$ cat config.mk
export PLATFORM = sky130hd
export DESIGN_NAME = nvram_ioctl_port
export DESIGN_NICKNAME = d
export VERILOG_FILES = /design/src/rtl/williams2_nvram_pkg.sv /design/src/rtl/nvram_ioctl_port.sv
export SDC_FILE = /design/constraint.sdc
export NUM_CORES = 1
export LEC_CHECK = 0
export CORE_AREA = 2 2 60 77
export DETAILED_ROUTE_END_ITERATION = 12
export DIE_AREA = 0 0 62 79
export HOLD_SLACK_MARGIN = 0.08
export PLACE_DENSITY = 0.95
export SETUP_SLACK_MARGIN = 0.15
export SYNTH_ARGS = -nofsm -noshare
export SYNTH_HDL_FRONTEND = slang
export SYNTH_SLANG_ARGS = --single-unit
$ cat constraint.sdc
create_clock -name clk_sys -period 3.05 [get_ports clk_sys]
set_clock_uncertainty 0.05 [all_clocks]
set_input_delay 0.4575 -clock clk_sys [delete_from_list [all_inputs] [get_ports clk_sys]]
set_output_delay 0.4575 -clock clk_sys [all_outputs]
set_load 0.005 [all_outputs]
$ cat src/rtl/williams2_nvram_pkg.sv
`default_nettype none
//============================================================================
// Package : williams2_nvram_pkg
// Shared CMOS geometry, NVRAM file index and read-FSM state encoding.
// Revision: 1.0
//============================================================================
package williams2_nvram_pkg;

    localparam int          c_CMOS_ADDR_W  = 10;
    localparam int          c_CMOS_DATA_W  = 4;
    localparam int          c_IOCTL_ADDR_W = 25;
    localparam logic [15:0] c_NV_INDEX_DEF = 16'd4;

    localparam logic [1:0]  c_ST_IDLE = 2'd0;
    localparam logic [1:0]  c_ST_ADDR = 2'd1;
    localparam logic [1:0]  c_ST_WAIT = 2'd2;
    localparam logic [1:0]  c_ST_CAPT = 2'd3;

    // True when a byte address falls inside a CMOS of 2**aw locations.
    function automatic logic addr_in_range(input logic [c_IOCTL_ADDR_W-1:0] addr,
                                           input int unsigned aw);
        return (addr >> aw) == '0;
    endfunction

endpackage
`default_nettype wire

$ cat src/rtl/nvram_ioctl_port.sv
`default_nettype none
//============================================================================
// Module  : nvram_ioctl_port
// Host-side ioctl download/upload engine for port B of the Williams CMOS RAM.
// Revision: 1.0
//============================================================================
module nvram_ioctl_port
    import williams2_nvram_pkg::*;
#(
    parameter int          ADDR_W     = c_CMOS_ADDR_W,
    parameter int          DATA_W     = c_CMOS_DATA_W,
    parameter logic [15:0] NV_INDEX   = c_NV_INDEX_DEF,
    parameter int          RD_LATENCY = 1
) (
    input  logic                      clk_sys,
    input  logic                      reset,
    input  logic                      ioctl_download,
    input  logic                      ioctl_upload,
    input  logic [15:0]               ioctl_index,
    input  logic                      ioctl_wr,
    input  logic                      ioctl_rd,
    input  logic [c_IOCTL_ADDR_W-1:0] ioctl_addr,
    input  logic [7:0]                ioctl_dout,
    output logic [7:0]                ioctl_din,
    output logic                      ioctl_upload_req,
    input  logic                      save_trigger,
    input  logic                      cpu_cmos_we,
    output logic [ADDR_W-1:0]         ram_addr,
    output logic                      ram_we,
    output logic [DATA_W-1:0]         ram_wdata,
    input  logic [DATA_W-1:0]         ram_rdata,
    output logic                      core_hold,
    output logic                      busy
);

    localparam int c_CNT_W = (RD_LATENCY > 1) ? $clog2(RD_LATENCY) : 1;
    localparam logic [c_CNT_W-1:0] c_CNT_LAST = c_CNT_W'(RD_LATENCY - 1);

    logic [1:0]         state_q, state_d;
    logic [c_CNT_W-1:0] cnt_q, cnt_d;
    logic               oor_q, oor_d;
    logic               busy_q, busy_d;
    logic [7:0]         din_q, din_d;
    logic [ADDR_W-1:0]  addr_q, addr_d;
    logic               we_q, we_d;
    logic [DATA_W-1:0]  wdata_q, wdata_d;
    logic               dirty_q, dirty_d;
    logic               dl_q, ul_q, trig_q;
    logic               upreq_q, upreq_d;
    logic               hold_q, hold_d;

    logic w_sel, w_in_range, w_dl_now, w_ul_now;
    logic w_dl_fall, w_ul_fall, w_trig_rise, w_wr_take, w_rd_req;
    logic w_unused_dout;

    assign w_sel       = (ioctl_index == NV_INDEX);
    assign w_in_range  = addr_in_range(ioctl_addr, ADDR_W);
    assign w_dl_now    = ioctl_download & w_sel;
    assign w_ul_now    = ioctl_upload & w_sel;
    assign w_dl_fall   = dl_q & ~w_dl_now;
    assign w_ul_fall   = ul_q & ~w_ul_now;
    assign w_trig_rise = save_trigger & ~trig_q;
    assign w_wr_take   = w_dl_now & ioctl_wr & w_in_range;
    // A strobe pair on the same cycle counts as a write; the read is dropped.
    assign w_rd_req    = w_ul_now & ioctl_rd & ~ioctl_wr;
    assign w_unused_dout = ^ioctl_dout;

    always_comb begin
        state_d = state_q;
        cnt_d   = cnt_q;
        oor_d   = oor_q;
        busy_d  = busy_q;
        din_d   = din_q;
        addr_d  = addr_q;
        we_d    = 1'b0;
        wdata_d = wdata_q;

        if (w_wr_take) begin
            we_d    = 1'b1;
            addr_d  = ioctl_addr[ADDR_W-1:0];
            wdata_d = ioctl_dout[DATA_W-1:0];
        end

        case (state_q)
            c_ST_IDLE: begin
                if (w_rd_req) begin
                    state_d = c_ST_ADDR;
                    busy_d  = 1'b1;
                    oor_d   = ~w_in_range;
                    addr_d  = ioctl_addr[ADDR_W-1:0];
                end
            end
            c_ST_ADDR: begin
                state_d = c_ST_WAIT;
                cnt_d   = '0;
            end
            c_ST_WAIT: begin
                if (cnt_q == c_CNT_LAST) begin
                    state_d = c_ST_CAPT;
                end else begin
                    cnt_d = cnt_q + c_CNT_W'(1);
                end
            end
            c_ST_CAPT: begin
                din_d   = oor_q ? 8'hFF : 8'(ram_rdata);
                busy_d  = 1'b0;
                state_d = c_ST_IDLE;
            end
            default: state_d = c_ST_IDLE;
        endcase
    end

    // A CPU write in the same cycle as a transfer ends keeps the image dirty.
    always_comb begin
        dirty_d = dirty_q;
        if (cpu_cmos_we) begin
            dirty_d = 1'b1;
        end else if (w_dl_fall || w_ul_fall) begin
            dirty_d = 1'b0;
        end
        upreq_d = w_trig_rise & dirty_q & ~ioctl_download & ~ioctl_upload;
        hold_d  = w_dl_now | dl_q;
    end

    always_ff @(posedge clk_sys) begin
        if (reset) begin
            state_q <= c_ST_IDLE;
            cnt_q   <= '0;
            oor_q   <= 1'b0;
            busy_q  <= 1'b0;
            din_q   <= 8'h00;
            addr_q  <= '0;
            we_q    <= 1'b0;
            wdata_q <= '0;
            dirty_q <= 1'b0;
            dl_q    <= 1'b0;
            ul_q    <= 1'b0;
            trig_q  <= 1'b0;
            upreq_q <= 1'b0;
            hold_q  <= 1'b0;
        end else begin
            state_q <= state_d;
            cnt_q   <= cnt_d;
            oor_q   <= oor_d;
            busy_q  <= busy_d;
            din_q   <= din_d;
            addr_q  <= addr_d;
            we_q    <= we_d;
            wdata_q <= wdata_d;
            dirty_q <= dirty_d;
            dl_q    <= w_dl_now;
            ul_q    <= w_ul_now;
            trig_q  <= save_trigger;
            upreq_q <= upreq_d;
            hold_q  <= hold_d;
        end
    end

    assign ioctl_din        = din_q;
    assign ioctl_upload_req = upreq_q;
    assign ram_addr         = addr_q;
    assign ram_we           = we_q;
    assign ram_wdata        = wdata_q;
    assign core_hold        = hold_q;
    assign busy             = busy_q;

endmodule
`default_nettype wire

==> metrics.txt, run 1 <==
YS warnings 0; drt via density between 5 and 6; nets@finish roughly 340; Num CTS Buffers 5; initial antenna violation count 0; CTS tree yes; clock sinks 30; worst slew pin tran ~0.68 ns; worst-path fanout max 33; top_reg_cell synth dfxtp_1; wire length per cell approximately 15 µm; layout cells sized above 1 around 7.3%; core area approximately 4200 µm²; CP required between 3 and 4 ns; Synth top area share 34.6%; Leak 0.976 nW; Distinct cells, synth 33; syn avg cell area 8.72 µm²; Peak VDD IR around 220 µV; crit end category register; synth top area cells dfxtp_1 35%, o2111ai_1 10%, nand4_1 5.0%; Period Utilization, post-route 69.6%; Pre-antenna DRT Iters 4; Cell Pwr Density about 320 nW/µm²; Port Buffers between 80 and 90; first-pass GRT wire length 8.22 mm; initial drt markers between 200 and 250; Die Span X ~62 µm; status finished, final reports clean; Final ANT Viol Nets 0; post-synth top area cell dfxtp_1; final core utilization 63.2%; Post-Syn Area 1740 µm²; Vias roughly 1900; Overall Power around 0.86 mW; max-cap violation count 0; Hold/Removal Path Class register to register; Antenna Cells 0; synth cell count leaders 30 x dfxtp_1, 22 x nand2_1, 20 x o2111ai_1, 16 x clkbuf_1, 14 x nand4_1; hold slack around 0.41 ns; final hold vios 0; max-slew violation count 0; Min Clock Period, post-route approximately 2.1 ns; RSZ-0062 raised after global routing no; I/O pin count 87; post-synthesis cell count between 150 and 200; DR DRC count 0; arrival time worst endpoint approximately 2.3 ns; WS Path Type input pin to register; post-detail-place hpwl between 3 and 4 mm; Overflow after GRT 0; P&R area growth vs syn 53.9%; Synth Net Count approximately 260; final WL 5.01 mm; ys async rst share 0%; clock root cell clkbuf_8; postcts setup bufs 0; GRT Resource Usage Total 21.8%; largest net degree at the start of global routing 34; cell area after layout between 2000 and 3000 µm²; Die Span Y between 70 and 80 µm; post-cts resize count 0; routability cong. a little under 0.8; sequential share of the synthesized area between 30% and 40%; Die ar. 4900 µm²; fmax ~470 MHz; Relative slew margins between 50% and 60%; most numerous cell in the Yosys netlist dfxtp_1; num rows 27; CTS max path bufs 2; later-pin clock latency in the skew report a little under 0.3 ns; dpl cell area about 2600 µm²; htree depth 2; Final setup viols 0; critical path launch point type input pin; CTS hold repair buffers 0; Post-synth EDFFs 0; register bit count reported by yosys 30; vias in the first global route between 1500 and 2000; CTS clk-pin slew, worst paths ~0.060 ns; Initial Utilization about 40%; TNS Setup 0 ns
-- layout make-up --
class / instances / area (µm²)
Clock inverter: 1 / 5.00
Clock buffer: 7 / 86.3
Fill cell: 348 / 1550
Timing Repair Buffer: 89 / 873
Inverter: 5 / 18.8
Multi-Input combinational cell: 142 / 1010
Tap cell: 58 / 72.6
Sequential cell: 30 / 601
-- worst paths after layout --
check | slack (ns) | start | cells after the start | end
worst max-delay path | 0.93 | ioctl_index[6] | 6 | ram_wdata[3]$_SDFFE_PP0P_
worst min-delay path | 0.41 | ram_wdata[0]$_SDFFE_PP0P_ | 2 | ram_wdata[0]$_SDFFE_PP0P_
worst max register to register | 1.42 | state_q[0]$_SDFFE_PP0P_ | 5 | ram_addr[2]$_SDFF_PP0_
worst min register to register | 0.41 | ram_wdata[0]$_SDFFE_PP0P_ | 2 | ram_wdata[0]$_SDFFE_PP0P_
-- power breakdown --
group / switching (mW) / leakage (nW) / total [mW] / internal [mW]
registers: 0.000886 / 0.242 / 0.394 / 0.394
logic: 0.0538 / 0.686 / 0.133 / 0.0791
clock network: 0.155 / 0.0482 / 0.336 / 0.182
-- cell families after synthesis --
family,share of synthesized area [%]
buffers and inverters,6.99
and+or+nand+nor,37.0
DFF,34.6
muxes,4.04
adders and majority gates,2.88
AOI/OAI and AO/OA,14.5
-- cell usage in the layout (no fill, tap or decap), types with 3 or more instances in the layout --
cell | netlist | routed
nor4_4 | 4 | 4
nand2_1 | 22 | 22
nand3_1 | 11 | 11
dfxtp_1 | 30 | 30
clkdlybuf4s50_1 | 0 | 82
clkbuf_8 | 0 | 6
buf_4 | 3 | 7
mux2i_1 | 7 | 7
or4_1 | 10 | 10
and3_1 | 13 | 13
nand4_1 | 14 | 14
o2111ai_1 | 20 | 20
o22ai_1 | 4 | 4
inv_1 | 5 | 5
ha_1 | 4 | 4
nor2_1 | 8 | 8
nor4_1 | 5 | 5
a21oi_1 | 3 | 3
-- metal layers --
metal  share of wire [%]  track usage [%]  routed length (µm)
met2                  52             34.9                2600
met5                   0                0                   0
met3                 5.8             4.56                 291
met1                  40             27.8                1990
met4                 2.5             8.72                 126
-- worst max-delay path, stage by stage --
cell	delay, ns
clkdlybuf4s50_1	0.45
nor4_4	0.36
nand4_4	0.12
buf_4	0.25
nor4_4	0.42
mux2i_1	0.22
-- stage by stage --
stage | worst slack (ns) | cells
floorplan | 1.26 | 199
global placement | 0.653 | 324
detailed placement | 0.602 | 324
CTS | 0.904 | 332
global route | 0.748 | 332
finish | 0.929 | 332
-- state kept, by name (all words and copies together) (netlist names) --
register and cells:
ioctl_upload_req 1, trig_q 1, oor_q 1, state_q 2, ul_q 1, core_hold 1
ram_we 1, dirty_q 1, busy 1, ram_wdata 4, ioctl_din 5, ram_addr 10
dl_q 1
No activity file was read; power rests on OpenSTA's default activity.
==> inputs of run 2 (changes only) <==
Settings changed: CORE_AREA 2 2 60 77 to 2 2 66 83, DIE_AREA 0 0 62 79 to 0 0 68 85, PLACE_DENSITY 0.95 to 0.86.
Clock period 3.05 ns to 1.82 ns, I/O delays scaled along.
==> metrics.txt, run 2 (synthesized netlist as in run 1, its figures left out) <==
Cell Pwr Density 486 nW/µm² (+50%); layout cells sized above 1 23.3% (+16 points); CP max stage cell or4_1; routability cong. 0.743 (-4.2%); CP required 1.99 ns (-1.23 ns); cell area after layout 2980 µm² (+12%); Period Utilization, post-route 93.4%; Num CTS Buffers 5 (unchanged); max-slew violation count 0 (unchanged); clock root cell clkbuf_8; Largest register FFs 10 (unchanged); placed insts 347 (+7.1%); Post-Layout Cell Count 362 (+9.0%); Port Buffers 82 (unchanged); Die ar. 5780 µm² (+18%); first-pass GRT wire length 9.36 mm (+14%); internal reg-to-reg setup slack 0.38 ns (-1.04 ns); Vias 2055 (+8.7%); initial antenna violation count 0 (unchanged); r2r endpoint ram_addr[1]$_SDFF_PP0_; GRT Resource Usage Total 21.0% (-0.81 points); final core utilization 59.5% (-3.7 points); crit-path leading delay family simple AND/OR/NAND/NOR gates; most frequent CP cell nand4_1; DR DRC count 0 (unchanged); worst-path fanout max 7 (-79%); Final ANT Viol Nets 0 (unchanged); core area 5010 µm² (+19%); Critical Path, Cell by Cell clkdlybuf4s15_1 -> nor4_4 -> nand4_1 -> buf_6 -> or4_1 -> nand4_1; CTS max path bufs 2 (unchanged); initial drt markers 197 (-7.5%); Die Span Y 85 µm (+7.6%); Pre-antenna DRT Iters 4 (unchanged); I/O pin count 87 (unchanged); final WL 5.92 mm (+18%); CTS tree yes; wire length per cell 16.3 µm (+8.3%); crit end category register; Initial Utilization 34.7% (-6.4 points); nets@finish 364 (+7.7%); TNS Setup 0 ns (unchanged); Hold Startpoint ram_wdata[2]$_SDFFE_PP0P_; dpl cell area 2760 µm² (+7.2%); CP Buf/Inv Count 2 (unchanged); largest net degree at the start of global routing 45 (+32%); commonest cells after routing, fill and taps aside 50 x clkdlybuf4s50_1, 30 x dfxtp_1, 23 x buf_4; status finished, final reports clean; crit path launch ioctl_addr[16]; hold slack 0.417 ns (+0.00730 ns); Peak VDD IR 413 µV (+90%); htree depth 2 (unchanged); RSZ-0062 raised after global routing yes; Leak 1.18 nW (+21%); worst hold path cell count 2 (unchanged); critical path launch point type input pin; Worst R2R Start state_q[0]$_SDFFE_PP0P_; Antenna Cells 0 (unchanged); Relative slew margins 73.6% (+19 points); P&R area growth vs syn 71.7%; vias in the first global route 2030 (+13%); fmax ~600 MHz; later-pin clock latency in the skew report 0.28 ns (about the same); Hold/Removal Path Class register to register; CTS clk-pin slew, worst paths 0.06 ns (about the same); Min Clock Period, post-route around 1.7 ns; Hold EP ram_wdata[2]$_SDFFE_PP0P_; CP max stage delay 0.47 ns (+0.02 ns); clock sinks 30 (unchanged); final hold vios 0 (unchanged); WS Path Type input pin to register; arrival time worst endpoint 1.87 ns (-0.42 ns); Final setup viols 0 (unchanged); worst slew pin tran 0.396 ns (-0.283 ns); Reg2Reg Depth 5 (unchanged); Overflow after GRT 0 (unchanged); commonest non-fill, non-tap cell in the layout clkdlybuf4s50_1; max-cap violation count 0 (unchanged); num rows 29 (+7.4%); post-detail-place hpwl 3.91 mm (+12%); CTS hold repair buffers 0 (unchanged); drt via density 5.68 (-0.33%); Die Span X 68 µm (+9.7%)
## run 2: report_power, final
group          total [mW]  leakage, nW  internal, mW  switching, mW
combinational       0.233        0.891         0.126          0.107
clock               0.554       0.0482         0.305          0.250
sequential          0.661        0.242         0.660        0.00130
## run 2: area by class of cell
| class | count | area [µm²] |
|---|---|---|
| flip-flops and latches | 30 | 601 |
| clock inverters | 1 | 5.00 |
| clock buffers | 7 | 86.3 |
| multi-input cells | 142 | 1080 |
| repair buffers | 115 | 1110 |
| inverters | 5 | 18.8 |
| well taps | 62 | 77.6 |
| fillers | 436 | 2030 |
## run 2: worst max-delay path by stage
stage | end | cells after the start
after floorplan | ram_addr[0]$_SDFF_PP0_ | 5
after global placement | ram_addr[2]$_SDFF_PP0_ | 6
after detailed placement | ram_addr[8]$_SDFF_PP0_ | 6
after CTS | ram_addr[0]$_SDFF_PP0_ | 7
after global routing | ram_addr[8]$_SDFF_PP0_ | 6
final | ram_addr[8]$_SDFF_PP0_ | 6
## run 2: metrics by stage
| step | worst slack (ns) | power (mW) |
|---|---|---|
| 6_report | 0.120 | 1.45 |
| 5_1_grt | 0.0984 | 1.51 |
| 4_1_cts | 0.151 | 1.44 |
| 3_5_place_dp | -0.329 | 0.913 |
| 3_3_place_gp | -0.267 | 0.908 |
| 2_1_floorplan | 0.215 | 0.739 |
## run 2: repair_timing
action / CTS / global route
gates resized for setup: 77 / 28
setup buffers: 2 / 2
pin swaps: 17 / 15
setup endpoints to repair: 16 / 14
hold endpoints to repair: 0 / 0
cloned: 3 / 0
## run 2: routing by layer
metal / GRT usage (%) / wire, µm / vias to the layer above
li1: - / - / 975
met1: 24.7 / 2200 / 968
met2: 34.9 / 3140 / 95
met3: 5.84 / 405 / 17
met4: 9.27 / 175 / 0
met5: 0 / 0 / -
## run 2: worst reg2reg max path: stages (launching register included)
cell and delay [ns]:
dfxtp_1 0.36, inv_1 0.09, ha_1 0.24, and3_1 0.33, nand3_1 0.15, nand4_1 0.11
==> inputs of run 3 (changes only) <==
Settings changed: CAP_MARGIN set to 20, CTS_BUF_LIST set to sky130_fd_sc_hd__clkbuf_16, CTS_CLUSTER_SIZE set to 8.
==> metrics.txt, run 3 (synthesized netlist as in run 1, its figures left out) <==
status finished, final reports clean; arrival time worst endpoint 1.72 ns (-0.15 ns); crit-path leading delay family simple AND/OR/NAND/NOR gates; clock root cell clkbuf_16; vias in the first global route 2083 (+2.6%); Critical Path, Cell by Cell buf_6 -> nor4_4 -> nand4_4 -> buf_6 -> buf_16 -> buf_8 -> o2111ai_2 -> nand4_1; clock sinks 30 (unchanged); most frequent CP cell buf_6; final WL 6.04 mm (+2.0%); Vias 2045 (-0.49%); initial drt markers 164 (-17%); worst slew pin tran 0.397 ns (+0.000677 ns); drt via density 5.66 (-0.21%); Overflow after GRT 0 (unchanged); critical path launch point type input pin; Overall Power 1.67 mW (+15%); Hold/Removal Path Class register to register; largest net degree at the start of global routing 45 (unchanged); Num CTS Buffers 5 (unchanged); Multi-input gate area 1150 µm² (+6.4%); I/O pin count 87 (unchanged); Relative slew margins 73.5% (about the same); Cell Pwr Density 538 nW/µm² (+11%); internal reg-to-reg setup slack 0.38 ns (about the same); Leak 1.21 nW (+2.1%); dpl cell area 2760 µm² (unchanged); later-pin clock latency in the skew report 0.27 ns (about the same); commonest non-fill, non-tap cell in the layout clkdlybuf4s50_1; Post-Layout Cell Count 361 (-0.28%); Die Span Y 85 µm (unchanged); max-cap violation count 0 (unchanged); commonest cells after routing, fill and taps aside 50 x clkdlybuf4s50_1, 30 x dfxtp_1, 22 x nand2_1; crit end category register; Die ar. 5780 µm² (unchanged); GRT Resource Usage Total 21.7% (+0.64 points); CP required 1.92 ns (-0.07 ns); Largest register FFs 10 (unchanged); max-slew violation count 0 (unchanged); CP max stage cell nor4_4; CTS tree yes; fmax 615 MHz (+4.6%); Port Buffers 82 (unchanged); Initial Utilization 34.7% (unchanged); post-detail-place hpwl 3.91 mm (unchanged); Antenna Cells 0 (unchanged); core area 5010 µm² (unchanged); layout cells sized above 1 26.8% (+3.4 points); Peak VDD IR 588 µV (+42%); Final ANT Viol Nets 0 (unchanged); Period Utilization, post-route 89.3% (-4.1 points); DR DRC count 0 (unchanged); num rows 29 (unchanged); Die Span X 68 µm (unchanged); CP Buf/Inv Count 4 (+2); final hold vios 0 (unchanged); P&R area growth vs syn 78.2%; first-pass GRT wire length 9.65 mm (+3.1%); initial antenna violation count 0 (unchanged); WS Path Type input pin to register; htree depth 2 (unchanged); CTS clk-pin slew, worst paths 0.05 ns (about the same); TNS Setup 0 ns (unchanged); # fillers 423 (-3.0%); RSZ-0062 raised after global routing yes; Min Clock Period, post-route 1.63 ns (-0.0740 ns); Final setup viols 0 (unchanged); cell area after layout 3090 µm² (+3.8%); wire length per cell 16.7 µm (+2.3%); CP max stage delay 0.34 ns (-0.13 ns); CTS max path bufs 2 (unchanged); worst-path fanout max 6 (-1); Pre-antenna DRT Iters 7 (+3); nets@finish 363 (-0.27%); FF+latch area 601 µm² (unchanged); routability cong. 0.743 (unchanged); placed insts 347 (unchanged)
[run 3: cell types whose count changed in the layout (fill, tap and decap cells not counted), sizes merged]
| cell | previous run | this run |
|---|---|---|
| buf | 44 | 35 |
| clkdlybuf4s15 | 8 | 9 |
| inv | 5 | 6 |
| clkbuf | 12 | 18 |
| dlygate4sd2 | 8 | 7 |
| clkinv | 1 | 2 |
[run 3: worst paths after layout]
check | start | endpoint | cells after the start
worst max-delay path | ioctl_index[6] | ram_addr[0]$_SDFF_PP0_ | 8
worst min-delay path | ram_wdata[2]$_SDFFE_PP0P_ | ram_wdata[2]$_SDFFE_PP0P_ | 2
worst max register to register | state_q[0]$_SDFFE_PP0P_ | ram_addr[6]$_SDFF_PP0_ | 5
worst min register to register | ram_wdata[2]$_SDFFE_PP0P_ | ram_wdata[2]$_SDFFE_PP0P_ | 2
[run 3: cell type report]
| cell class | instances | share of cell area [%] |
|---|---|---|
| timing repair buffer | 114 | 35.8 |
| tap | 62 | 2.51 |
| inverter | 5 | 0.607 |
| clock buffer | 5 | 4.05 |
| clock inverter | 3 | 0.405 |
| sequential | 30 | 19.4 |
| multi-input combinational | 142 | 37.2 |
[run 3: worst register-to-register path, cell delays in order, from the launching register on]
cell	delay, ns
dfxtp_1	0.32
inv_1	0.10
ha_1	0.22
and3_1	0.42
nand3_1	0.15
nand4_1	0.12
[run 3: routing by layer]
metal  share of wire [%]  GRT usage, %  wire length (µm)
met2                  53          37.2              3200
met5                   0             0                 0
met1                  38          24.7              2270
met3                 6.6          5.44               396
met4                 2.8          9.45               169
[run 3: stage by stage]
stage / utilization (%) / setup slack, ns / hold WS, ns
5_1_grt: 61.8 / 0.119 / 0.455
3_3_place_gp: 55.2 / -0.267 / 0.395
2_1_floorplan: - / 0.215 / 0.361
6_report: 61.8 / 0.194 / 0.415
3_5_place_dp: 55.2 / -0.329 / 0.407
4_1_cts: 60.8 / 0.143 / 0.417
[run 3: repair_timing]
item | 4_1_cts | 5_1_grt
pin swaps | 24 | 21
setup endpoints to repair | 17 | 14
resized for setup | 70 | 42
gates cloned | 3 | 1
hold buffers | 0 | 0
setup buffers | 1 | 1
[run 3: where the power goes]
part	internal (mW)	switching [mW]
clock	0.492	0.274
sequential	0.661	0.00125
combinational	0.124	0.112
total	1.28	0.387
